## config.mk

```make
export PLATFORM = sky130hd
export DESIGN_NAME = pipeline_register_skid
export DESIGN_NICKNAME = d
export VERILOG_FILES = /design/src/rtl/pipeline_pkg.sv /design/src/rtl/pipeline_slot.sv /design/src/rtl/pipeline_register_skid.sv
export SDC_FILE = /design/constraint.sdc
export NUM_CORES = 1
export LEC_CHECK = 0
export CAP_MARGIN = 10
export CELL_PAD_IN_SITES_DETAIL_PLACEMENT = 1
export CELL_PAD_IN_SITES_GLOBAL_PLACEMENT = 1
export CORE_MARGIN = 2
export CORE_UTILIZATION = 25
export CTS_BUF_LIST = sky130_fd_sc_hd__clkbuf_4 sky130_fd_sc_hd__clkbuf_8 sky130_fd_sc_hd__clkbuf_16
export DETAILED_ROUTE_END_ITERATION = 16
export PLACE_DENSITY_LB_ADDON = 0.1
export SLEW_MARGIN = 20
export SYNTH_ARGS = -nofsm -noshare
export SYNTH_HDL_FRONTEND = slang
export SYNTH_SLANG_ARGS = --single-unit
```

## constraint.sdc

```tcl
create_clock -name clk -period 2.8 [get_ports clk]
set_clock_uncertainty 0.05 [all_clocks]
set_input_delay 0.7 -clock clk [delete_from_list [all_inputs] [get_ports clk]]
set_output_delay 0.7 -clock clk [all_outputs]
set_load 0.02 [all_outputs]
```

## src/rtl/pipeline_pkg.sv

```systemverilog
// Shared types and defaults for valid/ready pipeline stage registers.
package pipeline_pkg;

    // Encoding equals the number of held entries, so it doubles as the count output.
    typedef enum logic [1:0] {
        EMPTY = 2'd0,
        ONE   = 2'd1,
        FULL  = 2'd2
    } stage_state_t;

    localparam int RV32E_RD_W     = 4;
    localparam int DATA_W_DEFAULT = 32;

endpackage

```

## src/rtl/pipeline_slot.sv

```systemverilog
// One held pipeline entry: destination index, payload, write enable and valid.
module pipeline_slot #(
    parameter int RD_W   = 4,
    parameter int DATA_W = 32
) (
    input  logic              clk,
    input  logic              rst_n,
    input  logic              load,
    input  logic              clear,
    input  logic [RD_W-1:0]   d_rd,
    input  logic [DATA_W-1:0] d_data,
    input  logic              d_we,
    output logic [RD_W-1:0]   q_rd,
    output logic [DATA_W-1:0] q_data,
    output logic              q_we,
    output logic              q_valid
);

    // Clear drops only the valid bit; the payload stays stable until the next load.
    always_ff @(posedge clk or negedge rst_n) begin
        if (!rst_n) begin
            q_rd    <= '0;
            q_data  <= '0;
            q_we    <= 1'b0;
            q_valid <= 1'b0;
        end else if (clear) begin
            q_valid <= 1'b0;
        end else if (load) begin
            q_rd    <= d_rd;
            q_data  <= d_data;
            q_we    <= d_we;
            q_valid <= 1'b1;
        end
    end

endmodule

```

## src/rtl/pipeline_register_skid.sv

```systemverilog
// Skid-buffered valid/ready pipeline register with flush and youngest-first forwarding.
// Handshake: a transfer happens on a rising edge where valid and ready are both high; valid never depends on ready.
module pipeline_register_skid
    import pipeline_pkg::*;
#(
    parameter int RD_W   = RV32E_RD_W,
    parameter int DATA_W = DATA_W_DEFAULT
) (
    input  logic              clk,
    input  logic              rst_n,
    input  logic              flush,
    input  logic              in_valid,
    output logic              in_ready,
    input  logic [RD_W-1:0]   in_rd,
    input  logic [DATA_W-1:0] in_data,
    input  logic              in_we,
    output logic              out_valid,
    input  logic              out_ready,
    output logic [RD_W-1:0]   out_rd,
    output logic [DATA_W-1:0] out_data,
    output logic              out_we,
    input  logic [RD_W-1:0]   fwd_rs,
    output logic              fwd_hit,
    output logic [DATA_W-1:0] fwd_data,
    output logic [1:0]        count
);

    stage_state_t st, st_next;

    logic in_fire, out_fire;
    logic main_load, main_clear, main_sel_skid;
    logic skid_load, skid_clear;
    logic in_ready_q;

    logic [RD_W-1:0]   main_rd,   skid_rd,   main_d_rd;
    logic [DATA_W-1:0] main_data, skid_data, main_d_data;
    logic              main_we,   skid_we,   main_d_we;
    logic              main_valid, skid_valid;
    logic              hit_main, hit_skid;

    assign in_fire  = in_valid & in_ready_q;
    assign out_fire = main_valid & out_ready;

    always_ff @(posedge clk or negedge rst_n) begin
        if (!rst_n) begin
            st         <= EMPTY;
            in_ready_q <= 1'b1;
        end else begin
            st         <= st_next;
            in_ready_q <= (st_next != FULL);
        end
    end

    always_comb begin
        st_next       = st;
        main_load     = 1'b0;
        main_clear    = 1'b0;
        main_sel_skid = 1'b0;
        skid_load     = 1'b0;
        skid_clear    = 1'b0;
        if (flush) begin
            st_next    = EMPTY;
            main_clear = 1'b1;
            skid_clear = 1'b1;
        end else begin
            case (st)
                EMPTY: begin
                    if (in_fire) begin
                        main_load = 1'b1;
                        st_next   = ONE;
                    end
                end
                ONE: begin
                    if (in_fire && out_fire) begin
                        main_load = 1'b1;
                    end else if (in_fire) begin
                        skid_load = 1'b1;
                        st_next   = FULL;
                    end else if (out_fire) begin
                        main_clear = 1'b1;
                        st_next    = EMPTY;
                    end
                end
                FULL: begin
                    // in_ready is low here, so only the drain case can occur.
                    if (out_fire) begin
                        main_load     = 1'b1;
                        main_sel_skid = 1'b1;
                        skid_clear    = 1'b1;
                        st_next       = ONE;
                    end
                end
                default: st_next = EMPTY;
            endcase
        end
    end

    assign main_d_rd   = main_sel_skid ? skid_rd   : in_rd;
    assign main_d_data = main_sel_skid ? skid_data : in_data;
    assign main_d_we   = main_sel_skid ? skid_we   : in_we;

    pipeline_slot #(.RD_W(RD_W), .DATA_W(DATA_W)) u_main (
        .clk     (clk),
        .rst_n   (rst_n),
        .load    (main_load),
        .clear   (main_clear),
        .d_rd    (main_d_rd),
        .d_data  (main_d_data),
        .d_we    (main_d_we),
        .q_rd    (main_rd),
        .q_data  (main_data),
        .q_we    (main_we),
        .q_valid (main_valid)
    );

    pipeline_slot #(.RD_W(RD_W), .DATA_W(DATA_W)) u_skid (
        .clk     (clk),
        .rst_n   (rst_n),
        .load    (skid_load),
        .clear   (skid_clear),
        .d_rd    (in_rd),
        .d_data  (in_data),
        .d_we    (in_we),
        .q_rd    (skid_rd),
        .q_data  (skid_data),
        .q_we    (skid_we),
        .q_valid (skid_valid)
    );

    assign in_ready  = in_ready_q;
    assign out_valid = main_valid;
    assign out_rd    = main_rd;
    assign out_data  = main_data;
    assign out_we    = main_we & main_valid;
    assign count     = st;

    // x0 is hardwired, so a zero query never forwards.
    assign hit_skid = skid_valid & skid_we & (skid_rd == fwd_rs) & (fwd_rs != '0);
    assign hit_main = main_valid & main_we & (main_rd == fwd_rs) & (fwd_rs != '0);
    assign fwd_hit  = hit_skid | hit_main;
    assign fwd_data = hit_skid ? skid_data : (hit_main ? main_data : '0);

endmodule

```

After elaboration in Yosys (flattened, before gate mapping)

Cells that the tools add are included.

Reduce and logical (&&, ||, !) cells: 7
Equality and inequality tests: 5
Multiplexer cells: 31
Bitwise logic cells: 11

Operator list:

| operator                                                               | count |
|---|---|
| 32-bit two-way mux                                                     | 3 |
| 1-bit two-way mux                                                      | 19 |
| 2-bit two-way mux                                                      | 6 |
| 1-bit AND                                                              | 8 |
| 4-bit equality test                                                    | 2 |
| 2-bit case mux with 3 select lines                                     | 1 |
| 4-bit two-way mux                                                      | 1 |
| 2-bit AND reduction                                                    | 2 |
| 2-bit nonzero test                                                     | 2 |
| 4-bit nonzero test                                                     | 1 |
| 1-bit case mux with 3 select lines                                     | 1 |
| 2-bit by 1-bit equality test with 1-bit output (second input constant) | 1 |
| 2-bit equality test (second input constant)                            | 1 |
| 2-bit logical NOT                                                      | 1 |
| 2-bit != test (second input constant)                                  | 1 |
| 1-bit NOT                                                              | 2 |
| 1-bit logical AND                                                      | 1 |
| 1-bit OR                                                               | 1 |

Logic and storage cells: 64
Register bits after elaboration: 79
Output and inout bits: 74

Logic depth before layout (Yosys ltp)

Gate-level depths: netlist (run 1).

Depth in word-level cells: 8
Gate-level depth with buffers: 6

Hierarchy

A second synthesis (run 1) with hierarchy kept.

Cell total of the unflattened synthesis: 323
Area, all modules: 4705.8 um2

By module, submodules not included:

| module                 | times used | cells each | seq. area each (um2) | area each (um2) |
|---|---|---|---|---|
| pipeline_slot          | 2          | 82         | 950.9                | 1581.5 |
| pipeline_register_skid | 1          | 159        | 76.3                 | 1542.7 |

Worst setup path before layout (run 1)

No wires, ideal clock.

Kind: input-to-output
Start: in fwd_rs[0]
End: out fwd_data[10]
Data required time: 2.050 ns
Setup slack: 0.196 ns
Stages on the path: 5
Arrival: 1.854 ns
Cell sequence: nor4_1 nor3_1 nand4_1 buf_2 mux2_2

Cells in the longest elaborated chain, start to end: 5
Elaborated cells between the ends (all ways): 9

RTL lines:

| element                | line                          | RTL |
|---|---|---|
| from (decl)            | pipeline_register_skid.sv:22  | `input logic [RD_W-1:0] fwd_rs,` |
| 4-bit equality test    | pipeline_register_skid.sv:139 | `assign hit_main = main_valid & main_we & (main_rd == fwd_rs) & (fwd_rs != '0);` |
| 1-bit AND (2 in a row) | pipeline_register_skid.sv:139 |  |
| 32-bit two-way mux     | pipeline_register_skid.sv:141 | `assign fwd_data = hit_skid ? skid_data : (hit_main ? main_data : '0);` |
| 32-bit two-way mux *   | pipeline_register_skid.sv:141 |  |
| to (decl)              | pipeline_register_skid.sv:24  | `output logic [DATA_W-1:0] fwd_data,` |

Every way passes the cells marked *; elsewhere a longest branch is shown, timed or not.

Worst setup path in the final report (run 1)

Start: in fwd_rs[2]
End: out fwd_data[21]

Same word-level chain as after synthesis.

==> results of run 1 <==
==> cell type report <==
cell class	count	area [sq um]
timing repair buffer	149	1600
multi-input combinational	217	2250
fill	1728	10200
clock buffer	13	262
tap	220	275
inverter	1	3.75
clock inverter	3	18.8
sequential	79	1980
==> what timing repair did <==
item	CTS	global route
gates resized for setup	217	38
pin swaps	4	4
setup endpoints to repair	33	33
cloned	4	0
setup buffers	6	0
==> worst register-to-register path: stages, from the launching register on <==
cell      delay, ns
dfrtp_1        0.46
nand2b_1       0.24
nor3_4         0.25
buf_12         0.22
mux2_1         0.36
mux2_1         0.30
==> state kept, by name, indices dropped and copies added (netlist names) <==
name            cells
count               2
u_main.q_we         1
u_main.q_rd         4
u_main.q_data      32
in_ready            1
u_skid.q_we         1
u_main.q_valid      1
u_skid.q_data      32
u_skid.q_rd         4
u_skid.q_valid      1
==> power by group <==
part           switching, uW  internal [uW]
Clock                    475            654
Combinational            615            787
Sequential               323           1550
Total                   1410           2990
==> worst max path at each step <==
stage / cells past startpoint / end
finish: 8 / fwd_data[21]
global route: 7 / fwd_data[0]
CTS: 9 / fwd_data[0]
detailed placement: 7 / fwd_data[0]
global placement: 7 / fwd_data[0]
floorplan: 5 / fwd_data[10]
==> stage by stage <==
step           setup slack, ns  power, uW  cell area [sq um]
6_report               -0.0601       4400               6390
3_3_place_gp            -0.870       3220               5830
5_1_grt                 -0.124       4680               6390
4_1_cts                 -0.113       4460               6350
2_1_floorplan            0.196       2510               4230
3_5_place_dp            -0.889       3270               5830
==> cell families (layout without fill, tap and decap cells) <==
group                     Yosys count  after routing
and+or+nand+nor                    58             58
muxes                             143            143
DFF                                79             79
xor gates and xnor gates            8              8
buffers and inverters              22            166
AOI/OAI and AO/OA                   8              8
==> per-layer routing <==
| layer | vias to the layer above | global-route usage, % | routed length (um) | part of all wire [%] |
|---|---|---|---|---|
| li1 | 1437 | - | - | - |
| met1 | 1595 | 20.0 | 5880 | 45 |
| met2 | 75 | 25.7 | 6370 | 49 |
| met3 | 13 | 2.95 | 493 | 3.8 |
| met4 | 0 | 5.56 | 208 | 1.6 |
| met5 | - | 0 | 0 | 0 |
==> placed cells by master, fill, tap and decap left out, types with 2 or more instances in the layout <==
cell             count
buf_2                6
a21oi_1              2
buf_12              10
and3_1              34
clkinv_2             2
mux2_2              59
nor2_1               2
xnor2_2              2
dfrtp_1             78
clkbuf_4             3
mux2_1              60
clkdlybuf4s50_1     81
nand2_1              7
nand2b_1             2
xnor2_1              4
buf_8                3
buf_6               32
mux2_4              24
clkbuf_16            9
buf_4               15
==> run summary, run 1 <==
vias in the first global route - 3606
synthesized cell area - 4230 sq um
largest net degree at the start of global routing - 44
# H-tree levels - 3
#FFs+latches synth - 79
drt via density - 4.57
initial DRC count - 79
ys flop type - dfrtp_1
GRT Total Usage - 15.4%
hold_buf cts - 0
global route overflow - 0
peak supply drop - 0.290 mV
slew margin rel. - 64.6%
Initial Util - 25.5%
Power Dens Cells - 689 nW/um^2
Yosys cell types - 33
Worst-path clk slew - 0.06 ns
xor/xnor share of the synthesized area - 1.65%
CP arrival - 2.11 ns
crit path launch type - input port
Post-Layout Cell Count - 682
slowest stage delay, CP - 0.34 ns
Synth Area in Compound Gates - 1.65%
die height - 134 um
row cnt - 47
clk sinks - 79
Synth top cells by count - mux2_2, dfrtp_1, mux2_1
setup slack, reg-to-reg - 0.80 ns
Buffers on Ports - 119
Synth top area share - 46.1%
slowest CP cell - mux2_2
detailed-router iteration count before antenna repair - 4
top-count cell post-synth - mux2_2
Critical Path RT - 2.05 ns
critical path class - input port to output pin
adder-cell area share of the yosys netlist - 0%
setup_tns - -0.704 ns
Root Buffer Master - clkbuf_16
CP max FO - 8
Post-synth EDFFs - 0
Hold Crit Class - input port to async pin
Ports - 120
Num CTS Buffers - 9
core area - 16600 sq um
register area share after synthesis - 46.7%
status - finished, violations left
Final Max Tran Viols - 0
Mapped Cells - 318
largest delay contributor family on the critical path - buffers and inverters
CTS tree - done
antenna diode count - 0
worst setup margin - -0.0601 ns
Syn Area/Cell - 13.3 sq um
mux contribution to synthesized area - 38.0%
DRT Wirelength - 13000 um
Hold Slack - 0.270 ns
top cells by area, synth - dfrtp_1, mux2_2, mux2_1, and3_1, buf_6
Die X - 134 um
unrepaired setup endpoints after global routing - yes
ANT nets after route - 0
vias post-DR - 3120
violated checks - setup timing
final period utilization - 102%
syn nets - 364
cell count of the worst reg-to-reg path - 5
Max-Cap Viols - 0
endpoint class of the critical path - output pin
DRC - 0
Final Setup Violations - 23
crit-path cells - buf_8 -> nor4_4 -> nor3_2 -> nand4_1 -> buf_6 -> buf_16 -> mux2_2 -> buf_2
hpwl dp - 8240 um
global-route wire length before repair - 20900 um
Area Overhead vs Synth - 50.9%
Period minus WS final - 2.86 ns
fraction of layout cells with a size suffix above 1 - 39.2%
CTS max path bufs - 2
f_max - 350 MHz
CP startpoint - fwd_rs[2]
Tightest Pin Transition - 0.532 ns
CP bufs+invs - 4
Synth area leader - dfrtp_1
YS warnings - 0
Final Util - 38.5%
placed cell count - 660
largest family of logic cells by synthesized area - multiplexers
Post-Synth Simple-Gate Area - 8.48%
Worst R2R End - u_main.q_data[9]
die area - 18000 sq um
leakage power - 0.00291 uW
Worst R2R Start - count[0]
Avg WL per Cell - 19.0 um
Final GP Congestion - 0.718
asr flop ratio synth - 100%
final hold violation count - 0
final net count - 503
initial antenna violation count - 1
worst skew pair latency - 0.34 ns
Note: power is estimated with default switching activity, not from simulation.
==> run 2: changes to the inputs <==
Settings changed: REMOVE_ABC_BUFFERS from default to 1, SETUP_SLACK_MARGIN from default to 0.05.
==> run summary, run 2 (same netlist as run 1, synthesis figures left out) <==
status - finished, violations left
violated checks - setup timing
DRT Wirelength - 13300 um (+2.3%)
Worst R2R Start - count[0]
Top Usage Layer GRT - met2
Filler Cell Count - 1747 (+1.1%)
initial DRC count - 64 (-19%)
most frequent cells in the layout - clkdlybuf4s50_1, dfrtp_1, mux2_1
CP max FO - 7 (-1)
hpwl dp - 8240 um (about the same)
Largest regs - u_main.q_data x32, u_skid.q_data x32
sequential cell area - 1980 sq um (unchanged)
hold_buf cts - 0 (unchanged)
clock power share - 26.5% (+0.9 points)
Worst R2R End - u_main.q_data[28]
critical path class - input port to output pin
setup slack, reg-to-reg - 0.77 ns (-0.03 ns)
Tot Pwr - 4470 uW (+1.6%)
Final Setup Violations - 25 (+8.7%)
fraction of layout cells with a size suffix above 1 - 41.1% (+1.9 points)
initial antenna violation count - 1 (unchanged)
global route overflow - 0 (unchanged)
# H-tree levels - 3 (unchanged)
die area - 18000 sq um (unchanged)
vias post-DR - 3178 (+1.9%)
CTS max path bufs - 2 (unchanged)
Root Buffer Master - clkbuf_16
met1 layer usage reported by global route - 20.4% (+0.39 points)
peak supply drop - 0.380 mV (+31%)
slew margin rel. - 67.6% (+3.1 points)
Buffers on Ports - 119 (unchanged)
Final GP Congestion - 0.725 (+1.0%)
ANT nets after route - 0 (unchanged)
cell count of the worst reg-to-reg path - 5 (unchanged)
switching part of the total - 31.5% (-0.63 points)
Tightest Pin Transition - 0.486 ns (-0.0459 ns)
switching pwr - 1410 uW (-0.41%)
worst slack, placed - -0.872 ns (+0.0176 ns)
Ports - 120 (unchanged)
drt via density - 4.61 (+0.68%)
Avg WL per Cell - 19.2 um (+1.1%)
Sequential Power Share - 42.2% (-0.3 points)
Critical Path RT - 2.05 ns (about the same)
endpoint class of the critical path - output pin
Max-Cap Viols - 0 (unchanged)
Hold Crit Class - input port to async pin
core area - 16600 sq um (unchanged)
final hold violation count - 0 (unchanged)
Logic pwr share - 31.3% (-0.5 points)
detailed-router iteration count before antenna repair - 4 (unchanged)
Power Dens Cells - 678 nW/um^2 (-1.6%)
GR Layer Usage met2 - 24.8% (-0.83 points)
CP arrival - 2.15 ns (+0.04 ns)
leakage power - 0.00299 uW (+2.8%)
DRC - 0 (unchanged)
Num CTS Buffers - 9 (unchanged)
largest net degree at the start of global routing - 50 (+14%)
Internal Dissipation - 3070 uW (+2.5%)
commonest non-fill, non-tap cell in the layout - clkdlybuf4s50_1
vias in the first global route - 3525 (-2.2%)
Worst-path clk slew - 0.06 ns (about the same)
final period utilization - 103% (+1.3 points)
Multi-input gate area - 2300 sq um (+2.0%)
final net count - 511 (+1.6%)
GRT Total Usage - 15.3% (-0.11 points)
finished layout cell area - 6600 sq um (+3.3%)
Initial Util - 25.5% (unchanged)
unrepaired setup endpoints after global routing - yes
Die X - 134 um (unchanged)
die height - 134 um (unchanged)
crit path launch type - input port
f_max - 345 MHz (-1.3%)
Final Max Tran Viols - 0 (unchanged)
antenna diode count - 0 (unchanged)
Placed Area - 5820 sq um (-0.13%)
worst setup margin - -0.0977 ns (-0.0376 ns)
worst skew pair latency - 0.34 ns (about the same)
row cnt - 47 (unchanged)
CTS tree - done
Period minus WS final - 2.90 ns (+0.0376 ns)
Area Overhead vs Synth - 55.8%
clk sinks - 79 (unchanged)
met3 usage - 3.10% (+0.15 points)
Hold Slack - 0.270 ns (-0.000785 ns)
global-route wire length before repair - 20700 um (-0.79%)
run 2: changes by cell type in the layout (fill, tap and decap cells not counted), sizes merged:
cell,change
clkdlybuf4s15,-1
buf,+9
bufinv,+1
clkbuf,-1
run 2: worst max-delay path by stage:
stage              endpoint            from
2_1_floorplan   fwd_data[0]       fwd_rs[2]
3_3_place_gp    fwd_data[4]       fwd_rs[0]
3_5_place_dp   fwd_data[19]       fwd_rs[0]
4_1_cts         fwd_data[6]       fwd_rs[2]
5_1_grt        fwd_data[26]  u_skid.q_rd[2]
6_report       fwd_data[26]       fwd_rs[0]
run 2: per-layer routing:
metal	up-vias	share of wire, %
li1	1443	-
met1	1629	46
met2	91	47
met3	15	4.7
met4	0	1.9
met5	-	0
run 2: per-stage QoR:
stage	std cells	TNS [ns]	util (%)
after global placement	659	-27.84	35.1
after floorplan	297	-21.79	-
final	690	-1.91	39.8
after detailed placement	659	-27.54	35.1
after global routing	690	-4.19	39.8
after CTS	691	-3.63	39.1
run 2: power groups by stage:
stage	combinational [uW]	clock, uW	sequential, uW
after floorplan	506	0	1980
after global placement	1330	0	1870
after detailed placement	1360	0	1900
after CTS	1400	1220	1890
after global routing	1500	1270	1950
final	1400	1190	1890
run 2: what timing repair did:
| item | 4_1_cts | 5_1_grt |
|---|---|---|
| gates resized for setup | 233 | 49 |
| setup endpoints to repair | 33 | 33 |
| buffers inserted | 12 | 2 |
| hold endpoints to repair | 0 | 0 |
| cloned | 4 | 0 |
| pin swaps | 4 | 8 |
run 2: critical path, stage by stage:
cell	delay (ns)
buf_4	0.14
buf_4	0.14
xnor2_2	0.14
nand4_1	0.13
buf_6	0.17
buf_16	0.16
buf_12	0.13
mux2_4	0.30
buf_6	0.13
run 2: cell type report:
cell class              count  area share (%)
multi-input cells         217            34.8
clock buffers              12            3.85
clock inverters             4           0.683
repair buffers            157            26.4
inverters                   1          0.0569
flip-flops and latches     79            30.0
well taps                 220            4.17
==> run 3: changes to the inputs <==
Settings changed: CORE_ASPECT_RATIO from default to 0.6.
==> run summary, run 3 (same netlist as run 1, synthesis figures left out) <==
Critical Path RT - 2.05 ns (about the same)
Largest regs - u_main.q_data x32, u_skid.q_data x32
global route overflow - 0 (unchanged)
violated checks - setup timing
met1 layer usage reported by global route - 22.2% (+1.8 points)
status - finished, violations left
Max-Cap Viols - 0 (unchanged)
setup_tns - -0.0486 ns (+1.87 ns)
ANT nets after route - 0 (unchanged)
leakage power - 0.00292 uW (-2.3%)
final net count - 500 (-2.2%)
initial DRC count - 53 (-17%)
Num CTS Buffers - 9 (unchanged)
slowest stage delay, CP - 0.34 ns (+0.04 ns)
antenna diode count - 0 (unchanged)
endpoint class of the critical path - output pin
GRT Total Usage - 15.3% (+0.031 points)
detailed-router iteration count before antenna repair - 4 (unchanged)
Buffers on Ports - 119 (unchanged)
largest delay contributor family on the critical path - buffers and inverters
CP arrival - 2.07 ns (-0.08 ns)
global-route wire length before repair - 20900 um (+0.83%)
most frequent cells in the layout - clkdlybuf4s50_1, dfrtp_1, mux2_1
vias in the first global route - 3481 (-1.2%)
Worst-path clk slew - 0.06 ns (about the same)
CTS max path bufs - 2 (unchanged)
setup slack, reg-to-reg - 0.75 ns (-0.02 ns)
initial antenna violation count - 0 (-1)
Tightest Pin Transition - 0.443 ns (-0.0425 ns)
worst skew pair latency - 0.33 ns (about the same)
commonest non-fill, non-tap cell in the layout - clkdlybuf4s50_1
crit-path cells - buf_8 -> nor4_4 -> nor3_2 -> nand4_1 -> buf_6 -> buf_12 -> mux2_2 -> buf_2
Final GP Congestion - 0.732 (+0.87%)
final period utilization - 101% (-2.9 points)
f_max - 355 MHz (+2.9%)
Area Overhead vs Synth - 52.5%
Ports - 120 (unchanged)
final hold violation count - 0 (unchanged)
Filler Cell Count - 1733 (-0.80%)
Initial Util - 25.8% (+0.29 points)
Die X - 172 um (+28%)
Root Buffer Master - clkbuf_16
drt via density - 4.54 (-1.4%)
clk sinks - 79 (unchanged)
GR Layer Usage met2 - 23.3% (-1.6 points)
unrepaired setup endpoints after global routing - yes
die area - 18000 sq um (+0.19%)
Avg WL per Cell - 18.9 um (-1.4%)
met3 usage - 3.86% (+0.76 points)
row cnt - 36 (-23%)
critical path class - input port to output pin
peak supply drop - 0.289 mV (-24%)
Final Max Tran Viols - 0 (unchanged)
Hold Crit Class - input port to async pin
worst setup margin - -0.0156 ns (+0.0821 ns)
slowest CP cell - mux2_2
crit path launch type - input port
die height - 105 um (-22%)
DRC - 0 (unchanged)
largest net degree at the start of global routing - 80 (+60%)
Top Usage Layer GRT - met2
fraction of layout cells with a size suffix above 1 - 39.2% (-1.8 points)
CP max FO - 9 (+2)
slew margin rel. - 70.5% (+2.8 points)
Final Setup Violations - 4 (-84%)
CP bufs+invs - 4 (-2)
Period minus WS final - 2.82 ns (-0.0821 ns)
Multi-input gate area - 2280 sq um (-0.76%)
DRT Wirelength - 13000 um (-1.9%)
hpwl dp - 8620 um (+4.6%)
Power Dens Cells - 709 nW/um^2 (+4.6%)
Tot Pwr - 4580 uW (+2.4%)
CTS tree - done
# H-tree levels - 3 (unchanged)
sequential cell area - 1980 sq um (unchanged)
vias post-DR - 3119 (-1.9%)
core area - 16400 sq um (-1.1%)
[run 3: cell types whose count changed in the layout (fill, tap and decap cells not counted), moves of 3 or more]
cell    delta
buf_4      -4
and3_1     +3
buf_8      +3
buf_2      +5
and3_4     -3
mux2_4     -4
mux2_2     +4
buf_6     -14
[run 3: final cells by class]
class                           instances  area share [%]
Clock buffer                           12            3.84
Clock inverter                          4            1.12
Inverter                                1          0.0581
Multi-Input combinational cell        217            35.3
Sequential cell                        79            30.6
Tap cell                              228            4.42
Timing Repair Buffer                  146            24.6
[run 3: per-stage QoR]
step           hold slack [ns]  util [%]  setup WS [ns]  cell area, sq um  std cells
4_1_cts                  0.362      38.6        -0.0498              6330        688
6_report                 0.341      39.4        -0.0156              6460        687
2_1_floorplan            0.354         -         -0.579              4090        297
5_1_grt                  0.361      39.4         -0.115              6460        687
3_3_place_gp             0.441      35.6          -1.01              5840        667
3_5_place_dp             0.441      35.6         -0.982              5840        667
[run 3: worst register-to-register path, cell delays in order, from the launching register on]
cell and delay [ns]:
dfstp_2 0.54, and3b_1 0.34, nand3_2 0.14, a21oi_4 0.28, buf_12 0.21, mux2_1 0.36
[run 3: timing repair]
action,CTS,global route
setup buffers,3,0
gates cloned,2,0
setup endpoints to repair,33,33
hold buffers,0,0
pin swaps,6,1
gates resized for setup,222,43
[run 3: power by group]
group	internal, uW	total, uW	switching (uW)
sequential	1550	1890	345
combinational	796	1410	619
clock	810	1270	462
total	3150	4580	1430
[run 3: routing by layer]
metal  share of wire, %  vias to the layer above
met5                  0                        -
met4               0.74                        0
met3                4.6                        9
met2                 44                       79
met1                 50                     1606
li1                   -                     1425
[run 3: path summary, 6_finish.rpt]
| path | startpoint | end | depth (start not counted) |
|---|---|---|---|
| worst max register to register | in_ready | u_main.q_data[27] | 5 |
| min in group clk | u_main.q_we | u_main.q_we | 1 |
| worst min-delay path | rst_n | u_skid.q_data[19] | 2 |
| worst max-delay path | fwd_rs[2] | fwd_data[6] | 8 |
| worst min register to register | u_main.q_we | u_main.q_we | 1 |
| max in group asynchronous | rst_n | in_ready | 2 |
